$ cat src/rtl/fpmult_normround.sv
// fpmult_normround: back end of the FP32 multiplier datapath.
// Takes the split operand fields, the 48-bit significand product and the
// input-exception vector. It normalizes and rounds the result to nearest-even,
// handles special operands and packs an IEEE-754 single-precision result.
// There are three pipeline stages (normalize, round, pack) with a global stall.
module fpmult_normround #(
  parameter int unsigned BIAS = 127,
  parameter logic [31:0] QNAN = 32'h7FC00000
) (
  input  logic        clk,
  input  logic        rst,
  input  logic        in_valid,
  output logic        in_ready,
  input  logic        Sa,
  input  logic        Sb,
  input  logic [7:0]  Ea,
  input  logic [7:0]  Eb,
  input  logic [47:0] Mp,
  input  logic [4:0]  InputExc,
  output logic        out_valid,
  input  logic        out_ready,
  output logic [31:0] P,
  output logic [3:0]  Flags
);

  localparam logic [9:0] BIAS_W = 10'(BIAS);

  // Global advance: every stage moves together unless the output is blocked.
  logic w_adv;

  // Stage 1 (normalize) combinational results
  logic        w_nSign;
  logic [9:0]  w_nExpSum;
  logic [9:0]  w_nExp;
  logic [22:0] w_nMan;
  logic        w_nGuard;
  logic        w_nSticky;

  // Stage 1 registers
  logic               r_s1Valid;
  logic               r_s1Sign;
  logic signed [9:0]  r_s1Exp;
  logic [22:0]        r_s1Man;
  logic               r_s1Guard;
  logic               r_s1Sticky;
  logic               r_s1ZeroA;
  logic               r_s1ZeroB;
  logic               r_s1NanA;
  logic               r_s1NanB;
  logic               r_s1InfA;
  logic               r_s1InfB;
  logic               r_s1Special;

  // Stage 2 (round) combinational results
  logic        w_roundUp;
  logic [23:0] w_manSum;
  logic [9:0]  w_rExp;
  logic [22:0] w_rMan;

  // Stage 2 registers
  logic               r_s2Valid;
  logic               r_s2Sign;
  logic signed [9:0]  r_s2Exp;
  logic [22:0]        r_s2Man;
  logic               r_s2Inexact;
  logic               r_s2ZeroA;
  logic               r_s2ZeroB;
  logic               r_s2NanA;
  logic               r_s2NanB;
  logic               r_s2InfA;
  logic               r_s2InfB;
  logic               r_s2Special;

  // Stage 3 (pack) combinational results
  logic [31:0] w_packP;
  logic [3:0]  w_packFlags;

  // Stage 3 / output registers
  logic        r_s3Valid;
  logic [31:0] r_p;
  logic [3:0]  r_flags;

  assign w_adv     = ~r_s3Valid | out_ready;
  assign in_ready  = w_adv;
  assign out_valid = r_s3Valid;
  assign P         = r_p;
  assign Flags     = r_flags;

  // The product's sign is the XOR of the operand signs. The exponent sum is
  // kept to 10 bits, read as two's complement, so that underflow shows up
  // as a value <= 0.
  assign w_nSign   = Sa ^ Sb;
  assign w_nExpSum = {2'b00, Ea} + {2'b00, Eb} - BIAS_W;

  // Normalize: a product >= 2.0 shifts right by one and bumps the exponent;
  // otherwise the leading one is already at bit 46.
  always_comb begin
    w_nExp    = w_nExpSum;
    w_nMan    = Mp[45:23];
    w_nGuard  = Mp[22];
    w_nSticky = |Mp[21:0];
    if (Mp[47]) begin
      w_nExp    = w_nExpSum + 10'd1;
      w_nMan    = Mp[46:24];
      w_nGuard  = Mp[23];
      w_nSticky = |Mp[22:0];
    end
  end

  // Stage 1 register: capture the normalized fields and the operand class bits.
  // A zero exponent marks a zero or denormal operand, and both flush to zero.
  always_ff @(posedge clk) begin
    if (rst) begin
      r_s1Valid <= 1'b0;
    end else if (w_adv) begin
      r_s1Valid   <= in_valid;
      r_s1Sign    <= w_nSign;
      r_s1Exp     <= w_nExp;
      r_s1Man     <= w_nMan;
      r_s1Guard   <= w_nGuard;
      r_s1Sticky  <= w_nSticky;
      r_s1ZeroA   <= (Ea == 8'd0);
      r_s1ZeroB   <= (Eb == 8'd0);
      r_s1NanA    <= InputExc[3];
      r_s1NanB    <= InputExc[2];
      r_s1InfA    <= InputExc[1];
      r_s1InfB    <= InputExc[0];
      r_s1Special <= |InputExc;
    end
  end

  // Round to nearest-even: round up when the guard bit is set and the result
  // is either above the halfway point or odd at the tie.
  assign w_roundUp = r_s1Guard & (r_s1Sticky | r_s1Man[0]);
  assign w_manSum  = {1'b0, r_s1Man} + {23'd0, w_roundUp};

  // A carry out of the fraction means the significand rolled over to 2.0.
  // The fraction then becomes zero and the exponent goes up by one.
  always_comb begin
    w_rExp = r_s1Exp;
    w_rMan = w_manSum[22:0];
    if (w_manSum[23]) begin
      w_rExp = r_s1Exp + 10'sd1;
      w_rMan = 23'd0;
    end
  end

  // Stage 2 register: hold the rounded fields, the inexact indication and the
  // operand class bits forwarded from stage 1.
  always_ff @(posedge clk) begin
    if (rst) begin
      r_s2Valid <= 1'b0;
    end else if (w_adv) begin
      r_s2Valid   <= r_s1Valid;
      r_s2Sign    <= r_s1Sign;
      r_s2Exp     <= w_rExp;
      r_s2Man     <= w_rMan;
      r_s2Inexact <= r_s1Guard | r_s1Sticky;
      r_s2ZeroA   <= r_s1ZeroA;
      r_s2ZeroB   <= r_s1ZeroB;
      r_s2NanA    <= r_s1NanA;
      r_s2NanB    <= r_s1NanB;
      r_s2InfA    <= r_s1InfA;
      r_s2InfB    <= r_s1InfB;
      r_s2Special <= r_s1Special;
    end
  end

  // Pack the result. Conditions are checked in priority order: NaN operands,
  // then inf*0, then infinity, then zero, then exponent overflow, then
  // exponent underflow (flush to zero), and finally a normal result.
  always_comb begin
    w_packP     = {r_s2Sign, r_s2Exp[7:0], r_s2Man};
    w_packFlags = {3'b000, r_s2Inexact};
    if (r_s2Special && (r_s2NanA || r_s2NanB)) begin
      w_packP     = QNAN;
      w_packFlags = 4'b0000;
    end else if (r_s2Special && (r_s2InfA || r_s2InfB) && (r_s2ZeroA || r_s2ZeroB)) begin
      w_packP     = QNAN;
      w_packFlags = 4'b1000;
    end else if (r_s2Special && (r_s2InfA || r_s2InfB)) begin
      w_packP     = {r_s2Sign, 8'hFF, 23'h0};
      w_packFlags = 4'b0000;
    end else if (r_s2ZeroA || r_s2ZeroB) begin
      w_packP     = {r_s2Sign, 31'h0};
      w_packFlags = 4'b0000;
    end else if (r_s2Exp >= 10'sd255) begin
      w_packP     = {r_s2Sign, 8'hFF, 23'h0};
      w_packFlags = 4'b0101;
    end else if (r_s2Exp <= 10'sd0) begin
      w_packP     = {r_s2Sign, 31'h0};
      w_packFlags = 4'b0011;
    end
  end

  // Output register: it loads only when the pipeline advances, so P and Flags
  // hold steady while the downstream stage is stalling.
  always_ff @(posedge clk) begin
    if (rst) begin
      r_s3Valid <= 1'b0;
      r_p       <= 32'h0;
      r_flags   <= 4'h0;
    end else if (w_adv) begin
      r_s3Valid <= r_s2Valid;
      r_p       <= w_packP;
      r_flags   <= w_packFlags;
    end
  end

endmodule
$ cat config.mk
export PLATFORM = sky130hd
export DESIGN_NAME = fpmult_normround
export DESIGN_NICKNAME = d
export VERILOG_FILES = /design/src/rtl/fpmult_normround.sv
export SDC_FILE = /design/constraint.sdc
export NUM_CORES = 1
export LEC_CHECK = 0
export ABC_CLOCK_PERIOD_IN_PS = 6900
export CAP_MARGIN = 15
export CORE_MARGIN = 4
export CORE_UTILIZATION = 52
export CTS_CLUSTER_DIAMETER = 30
export DETAILED_ROUTE_END_ITERATION = 16
export PLACE_DENSITY = 0.9
export SLEW_MARGIN = 20
export SYNTH_ARGS = -nofsm -noshare
export SYNTH_HDL_FRONTEND = slang
export SYNTH_SLANG_ARGS = --single-unit
export TNS_END_PERCENT = 10
$ cat constraint.sdc
create_clock -name clk -period 6.9 [get_ports clk]
set_clock_uncertainty 0.05 [all_clocks]
set_input_delay 1.38 -clock clk [delete_from_list [all_inputs] [get_ports clk]]
set_output_delay 1.38 -clock clk [all_outputs]
set_load 0.02 [all_outputs]
[Word-level counts from Yosys, hierarchy flattened]
Index checks and enable logic that the tools add are counted.
Word-level totals
  logic and storage cells: 71
  input port bits: 75
  flip-flop bits (word level): 124
  output and inout bits: 38
Cells by class
  bitwise operators: 7
  magnitude comparators: 2
  reduce and logical (&&, ||, !) cells: 12
  add/subtract/negate cells: 5
  muxes and demuxes: 17
Operators by type and width (count)
  2-to-1 mux 31 bit: 4
  2-to-1 mux 32 bit: 2
  adder 23 x 1 -> 24 bit: 1
  2-to-1 mux 23 bit: 1
  OR reduction 23 bit: 1
  OR reduction 22 bit: 1
  2-to-1 mux 10 bit: 2
  logical NOT 8 bit: 2
  adder 10 x 1 -> 10 bit, second input constant: 1
  adder 10 x 2 -> 10 bit, second input constant: 1
  greater-or-equal comparator 10 x 9 -> 1 bit, second input constant: 1
  <= comparator 10 x 1 -> 1 bit, second input constant: 1
  subtractor 9 x 7 -> 10 bit, second input constant: 1
  adder 8 x 8 -> 9 bit: 1
  2-to-1 mux 3 bit: 3
  2-to-1 mux 4 bit: 2
  OR reduction 5 bit: 1
  logical AND 1 bit: 3
  logical OR 1 bit: 3
  bitwise OR 1 bit: 3
  2-to-1 mux 1 bit: 2
  2-to-1 mux 2 bit: 1
  NOT 1 bit: 2
  AND reduction 2 bit: 1
  other kinds (2): 2

[Longest topological paths before layout]
Gate-level depths: netlist of run 1.
  depth after elaboration: 7
  gate-level depth with buffers: 10
  mapped depth without buffers: 10

[Least setup slack after synthesis of run 1]
OpenSTA, ideal clock, no wires.
  kind: input-to-reg
  from: input port out_ready
  to: register r_s1Exp[0] (enable)
  data arrival time: 5.291 ns
  stages on the path: 4
  path slack: 1.029 ns
  required time: 6.321 ns
  path buffers: 2
  setup time: 0.529 ns
  cells stage by stage: nor2b_1 -> clkbuf_1 -> clkbuf_1 -> nor2_1
Between the ends
  longest elaborated chain between the ends: 2
RTL lines
  start, declared: line 21  | input logic out_ready,
  bitwise OR 1 bit: line 83  | assign w_adv = ~r_s3Valid | out_ready;
  AND reduction 2 bit (no line)
  end signal, assigned: line 118  | r_s1Exp <= w_nExp;
  end, declared: line 42  | logic signed [9:0] r_s1Exp;
No other way between the ends.
A chain may end at the register's enable or synchronous reset.

[Final worst setup path of run 1]
  from: input port out_ready
  to: output port in_ready
Between the ends
  longest elaborated chain between the ends: 1
RTL lines
  bitwise OR 1 bit: line 83
  end, declared: line 13  | output logic in_ready,
No other way between the ends.

==> impl_metrics.tcl, run 1 <==
set metrics [dict create \
    powerDensity_nw_per_um2 252.5 \
    drv_slew 0 \
    hp-class "register to register" \
    via_per_inst 5.642 \
    clkLatencyLatePin_ns 0.51 \
    diodes 0 \
    htreeDepth 4 \
    grtUsageTotal_pct 20.08 \
    drv_cap 0 \
    whs_endpoint "r_s2InfB$_DFFE_PP_" \
    synth.avg_cell_area_um2 11.88 \
    slowest_delay_ns 0.68 \
    clk_pin_slew_ns 0.06 \
    worstHoldPathCells 0 \
    synth_flop_cell "edfxtp_1" \
    fin_tns_setup_ns 0 \
    grt.busiest_layer "met2" \
    start_util_pct 53.05 \
    routed_wirelength_um 12500 \
    path_class "input port to primary output" \
    timing.fmax_ghz 0.2183 \
    coreArea_um2 10790 \
    yosys_warnings 0 \
    cts_buffers 17 \
    die_area_um2 12750 \
    hpwl_um 8536 \
    dieHeight_um 112.9 \
    p_leak_nw 2.714 \
    die_x_um 112.9 \
    cts_tree "done" \
    critPathLaunchType "input port" \
    use_met1_pct 24.73 \
    maxSlewHeadroom_pct 40.13 \
    cp_slowest_cell "clkdlybuf4s50_1" \
    synth_area_um2 5725 \
    synth_nets 577 \
    port_buffers 112 \
    met3_usage_pct 4.920 \
    area_growth_pct 31.84 \
    placed_area_um2 7002 \
    wl_per_cell_um 16.58 \
    ys_types 49 \
    grt_use_met2_pct 34.08 \
    finalCritPeriodShare_pct 66.39 \
    critPathArrivalTime_ns 3.15 \
    ant_nets 0 \
    synthCells 482 \
    synth_edf_count 85 \
    final_cells 754 \
    ctsLongestPathBuffers 2 \
    place_congestion 0.7776 \
    drtPass1Iterations 7 \
    vias 4254 \
    drc 0 \
    cts.sinks 124 \
    grt_pass1_wl_um 20610 \
    grt_pass1_vias 4380 \
    drive_above_1_share_pct 11.73 \
    min_period_ns 4.581 \
    final_nets 696 \
    path_max_fanout 32 \
    drt_iter0_drc 321 \
    worst_slew_pin_slew_ns 0.8913 \
    r2r-end "r_s2Exp[6]$_DFFE_PP_" \
    antenna_found_initial 0 \
    final_core_util_pct 69.94 \
    ioPinCount 113 \
    cp.required_ns 5.47 \
    finalHoldViolCount 0 \
    grt_setup_unrepaired "no" \
    fin_area_um2 7548 \
    worstPathCellList "clkdlybuf4s50_1 -> nor2b_2 -> buf_4 -> inv_1 -> clkdlybuf4s50_1" \
    grt_overflow 0 \
    outcome "complete, no violations" \
    timing.hold.ws_ns 0.3669 \
    setup_viol 0 \
    reg2reg_setup_slack_ns 4.27 \
    synthArstFlopShare_pct 0 \
    yosysSeqAreaShare_pct 58.22 \
    synth-seq-cells 124 \
    hold_buffers 0 \
    crit_path_frequent_cell "clkdlybuf4s50_1" \
    grt_max_degree 45 \
    cts-root-buf "clkbuf_8" \
    timing.rr.start "r_s1Man[9]$_DFFE_PP_" \
    rows 38 \
    dpl.cell_count 721 \
    post_cts.repair.setup_buffers 0 \
    cp-end-kind "primary output" \
    r2r_cells 5 \
    ir_drop_mv 0.1230 \
    cts_resized 0 \
    hold_path.startpoint "r_s1InfB$_DFFE_PP_" \
]
[critical path: cells and delay by family]
kind                   cells  cell delay, ns
buffers and inverters      4            1.72
AND/OR/NAND/NOR            1            0.04
[registers in the layout, summed over array words and instances, names as in the netlist, 4 cells and up]
name,cells
Flags,4
r_s1Man,23
r_s2Exp,10
P,32
r_s1Exp,10
r_s2Man,23
[stage by stage]
| stage | power, mW | setup WS (ns) |
|---|---|---|
| after floorplan | 1.032 | 1.029 |
| after global placement | 1.114 | 2.397 |
| after detailed placement | 1.126 | 2.332 |
| after CTS | 1.913 | 2.318 |
| after global routing | 1.978 | 2.235 |
| final | 1.906 | 2.319 |
[cells in the final DEF, fill, tap and decap left out, types with 16 or more instances in the layout]
| master | Yosys | routed |
|---|---|---|
| edfxtp_1 | 85 | 85 |
| dfxtp_1 | 39 | 39 |
| ha_1 | 19 | 19 |
| xor2_1 | 22 | 22 |
| mux2_2 | 25 | 25 |
| nand2_1 | 23 | 23 |
| a22oi_1 | 23 | 23 |
| o21ai_0 | 16 | 16 |
| nand4_1 | 16 | 16 |
| xnor2_1 | 19 | 19 |
| nor2_1 | 69 | 68 |
| clkdlybuf4s50_1 | 0 | 112 |
| clkbuf_16 | 0 | 17 |
[logic make-up (layout without fill, tap and decap cells)]
kind of cell,count (synthesis),after routing,share of synthesized area (%)
compound gates,80,80,9.660
flops,124,124,58.22
simple gates,162,162,14.27
mux,26,26,5.114
fa+ha+maj,20,20,4.502
xor+xnor,41,41,6.272
buf+inv,29,161,1.967
[area by class of cell]
| cell class | instances | area [um2] |
|---|---|---|
| sequential | 124 | 3333 |
| fill | 728 | 3244 |
| multi-input combinational | 329 | 2297 |
| timing repair buffer | 117 | 1171 |
| clock buffer | 19 | 442.9 |
| tap | 140 | 175.2 |
| clock inverter | 13 | 83.83 |
| inverter | 12 | 45.04 |
[cell usage after synthesis, types with 8 or more instances]
cell type	instances	area [um2]
nand4_1	16	100.1
ha_1	19	237.7
xor2_1	22	192.7
clkbuf_1	13	48.80
dfxtp_1	39	780.8
a21oi_1	10	50.05
mux2_2	25	281.5
a22oi_1	23	172.7
edfxtp_1	85	2552
inv_1	12	45.04
xnor2_1	19	166.4
nor4_1	10	62.56
nand2_1	23	86.33
o21ai_0	16	80.08
nand3_1	8	40.04
a211oi_1	12	90.09
nor2_1	69	259.0
[where the power goes]
group | leakage (nW) | switching (mW) | internal [mW]
clock network | 0.274 | 0.323 | 0.463
logic | 1.30 | 0.112 | 0.115
registers | 1.14 | 0.0360 | 0.857
total | 2.71 | 0.471 | 1.44
[worst max path at each step]
stage               from                    to  slack, ns  cells after the start
4_1_cts        out_ready              in_ready       2.32                      5
3_5_place_dp   out_ready              in_ready       2.33                      5
6_report       out_ready              in_ready       2.32                      5
3_3_place_gp   out_ready              in_ready       2.40                      5
5_1_grt        out_ready              in_ready       2.23                      5
2_1_floorplan  out_ready  r_s1Exp[0]$_DFFE_PP_       1.03                      4
[metal layers]
| layer | share of wire (%) | wire length, um |
|---|---|---|
| met5 | 0 | 0 |
| met4 | 2.0 | 245 |
| met3 | 7.0 | 869 |
| met2 | 50 | 6207 |
| met1 | 41 | 5180 |
No activity file was read; power rests on OpenSTA's default activity.
==> run 2, diff against run 1 <==
--- a/config.mk
+++ b/config.mk
@@ -5,7 +5,7 @@
 export SDC_FILE = /design/constraint.sdc
 export NUM_CORES = 1
 export LEC_CHECK = 0
-export ABC_CLOCK_PERIOD_IN_PS = 6900
+export ABC_CLOCK_PERIOD_IN_PS = 4400
 export CAP_MARGIN = 15
 export CORE_MARGIN = 4
 export CORE_UTILIZATION = 52
==> constraint.sdc (replaced) <==
create_clock -name clk -period 4.4 [get_ports clk]
set_clock_uncertainty 0.05 [all_clocks]
set_input_delay 0.88 -clock clk [delete_from_list [all_inputs] [get_ports clk]]
set_output_delay 0.88 -clock clk [all_outputs]
set_load 0.02 [all_outputs]
==> impl_metrics.tcl, run 2 (synthesis results as in run 1) <==
set metrics [dict create \
    outcome "complete, no violations" \
    drive_above_1_share_pct 11.89 \
    path_max_fanout 3 \
    ant_nets 0 \
    p_seq_share_pct 44.3 \
    die_area_um2 12750 \
    cts.sinks 124 \
    area_growth_pct 33.30 \
    ctsLongestPathBuffers 2 \
    port_buffers 112 \
    clkLatencyLatePin_ns 0.50 \
    start_util_pct 53.05 \
    maxSlewHeadroom_pct 42.16 \
    final_common_cell "clkdlybuf4s50_1" \
    p_sw_share_pct 23.68 \
    final_nets 696 \
    p_int_mw 2.409 \
    p_leak_nw 2.741 \
    drv_cap 0 \
    coreArea_um2 10790 \
    rows 38 \
    dieHeight_um 112.9 \
    critPathArrivalTime_ns 3.72 \
    grt_pass1_vias 4342 \
    cts_resized 0 \
    powerDensity_nw_per_um2 413.6 \
    diodes 0 \
    ir_drop_mv 0.2353 \
    drv_slew 0 \
    setup_viol 0 \
    cts_buffers 17 \
    final_core_util_pct 70.72 \
    die_x_um 112.9 \
    placed_area_um2 7014 \
    clk_pin_slew_ns 0.06 \
    pwr-share-clk_pct 44.3 \
    fin_tns_setup_ns 0 \
    wl_per_cell_um 16.34 \
    fin_area_um2 7632 \
    path_class "input port to register" \
    hpwl_um 8902 \
    timing.fmax_ghz 0.2830 \
    cp.required_ns 4.59 \
    finalHoldViolCount 0 \
    hold_buffers 0 \
    drc 0 \
    via_per_inst 5.626 \
    dpl.cell_count 722 \
    drtPass1Iterations 5 \
    grt_overflow 0 \
    vias 4242 \
    hp-class "register to register" \
    cp-end-kind "register" \
    ioPinCount 113 \
    routed_wirelength_um 12320 \
    finalCritPeriodShare_pct 80.30 \
    final_cell_mix "112 x clkdlybuf4s50_1, 85 x edfxtp_1, 68 x nor2_1" \
    grt_pass1_wl_um 20150 \
    largest_reg_flops 32 \
    htreeDepth 4 \
    antenna_found_initial 0 \
    grt_setup_unrepaired "no" \
    cts-root-buf "clkbuf_8" \
    post_cts.repair.setup_buffers 0 \
    grt_max_degree 59 \
    combPwrFrac_pct 11.4 \
    worst_slew_pin_slew_ns 0.8612 \
    critPathLaunchType "input port" \
    final_cells 754 \
    fin_total_pwr_mw 3.157 \
    switching_power_mw 0.7476 \
    drt_iter0_drc 252 \
    grtUsageTotal_pct 19.50 \
    place_congestion 0.8252 \
    min_period_ns 3.533 \
    cts_tree "done" \
]
[run 2: per-stage QoR]
stage / setup WS, ns / hold WS, ns
after detailed placement: 0.4090 / 0.3554
after floorplan: 0.4599 / 0.3503
after CTS: 0.9392 / 0.3711
final: 0.8668 / 0.3693
after global routing: 0.6735 / 0.3851
after global placement: 0.6149 / 0.3559
[run 2: layer usage]
metal	vias to the layer above	global-route usage [%]	wire length (um)
met5	-	0	0
met4	0	6.891	175
met3	15	4.759	815
met2	158	34.83	6298
met1	2018	22.84	5028
li1	2051	-	-
[run 2: final timing paths]
check | cells past startpoint | slack, ns | endpoint | from
worst max-delay path | 9 | 0.87 | r_s1Exp[8]$_DFFE_PP_ | Ea[1]
worst min-delay path | 0 | 0.37 | r_s2Special$_DFFE_PP_ | r_s1Special$_DFFE_PP_
worst max register to register | 4 | 1.80 | r_s2Exp[1]$_DFFE_PP_ | r_s1Man[9]$_DFFE_PP_
worst min register to register | 0 | 0.37 | r_s2Special$_DFFE_PP_ | r_s1Special$_DFFE_PP_
[run 2: worst max-delay path, cell delays in order]
cell,delay (ns)
clkdlybuf4s50_1,0.43
ha_1,0.30
ha_1,0.23
fa_1,0.43
a211oi_1,0.32
o21ai_0,0.19
a221oi_1,0.57
nand4_1,0.20
xnor2_1,0.17
[run 2: cell type report]
class	count	area [um2]
sequential	124	3333
fill	737	3161
multi-input combinational	329	2290
timing repair buffer	117	1171
clock buffer	19	464.2
tap	140	175.2
clock inverter	13	153.9
inverter	12	45.04
[run 2: power by group through the flow]
stage | sequential [mW] | clock (mW) | combinational, mW
final | 1.40 | 1.40 | 0.360
after global routing | 1.41 | 1.47 | 0.392
after CTS | 1.40 | 1.42 | 0.358
after detailed placement | 1.42 | 0 | 0.352
after global placement | 1.41 | 0 | 0.335
after floorplan | 1.42 | 0 | 0.199
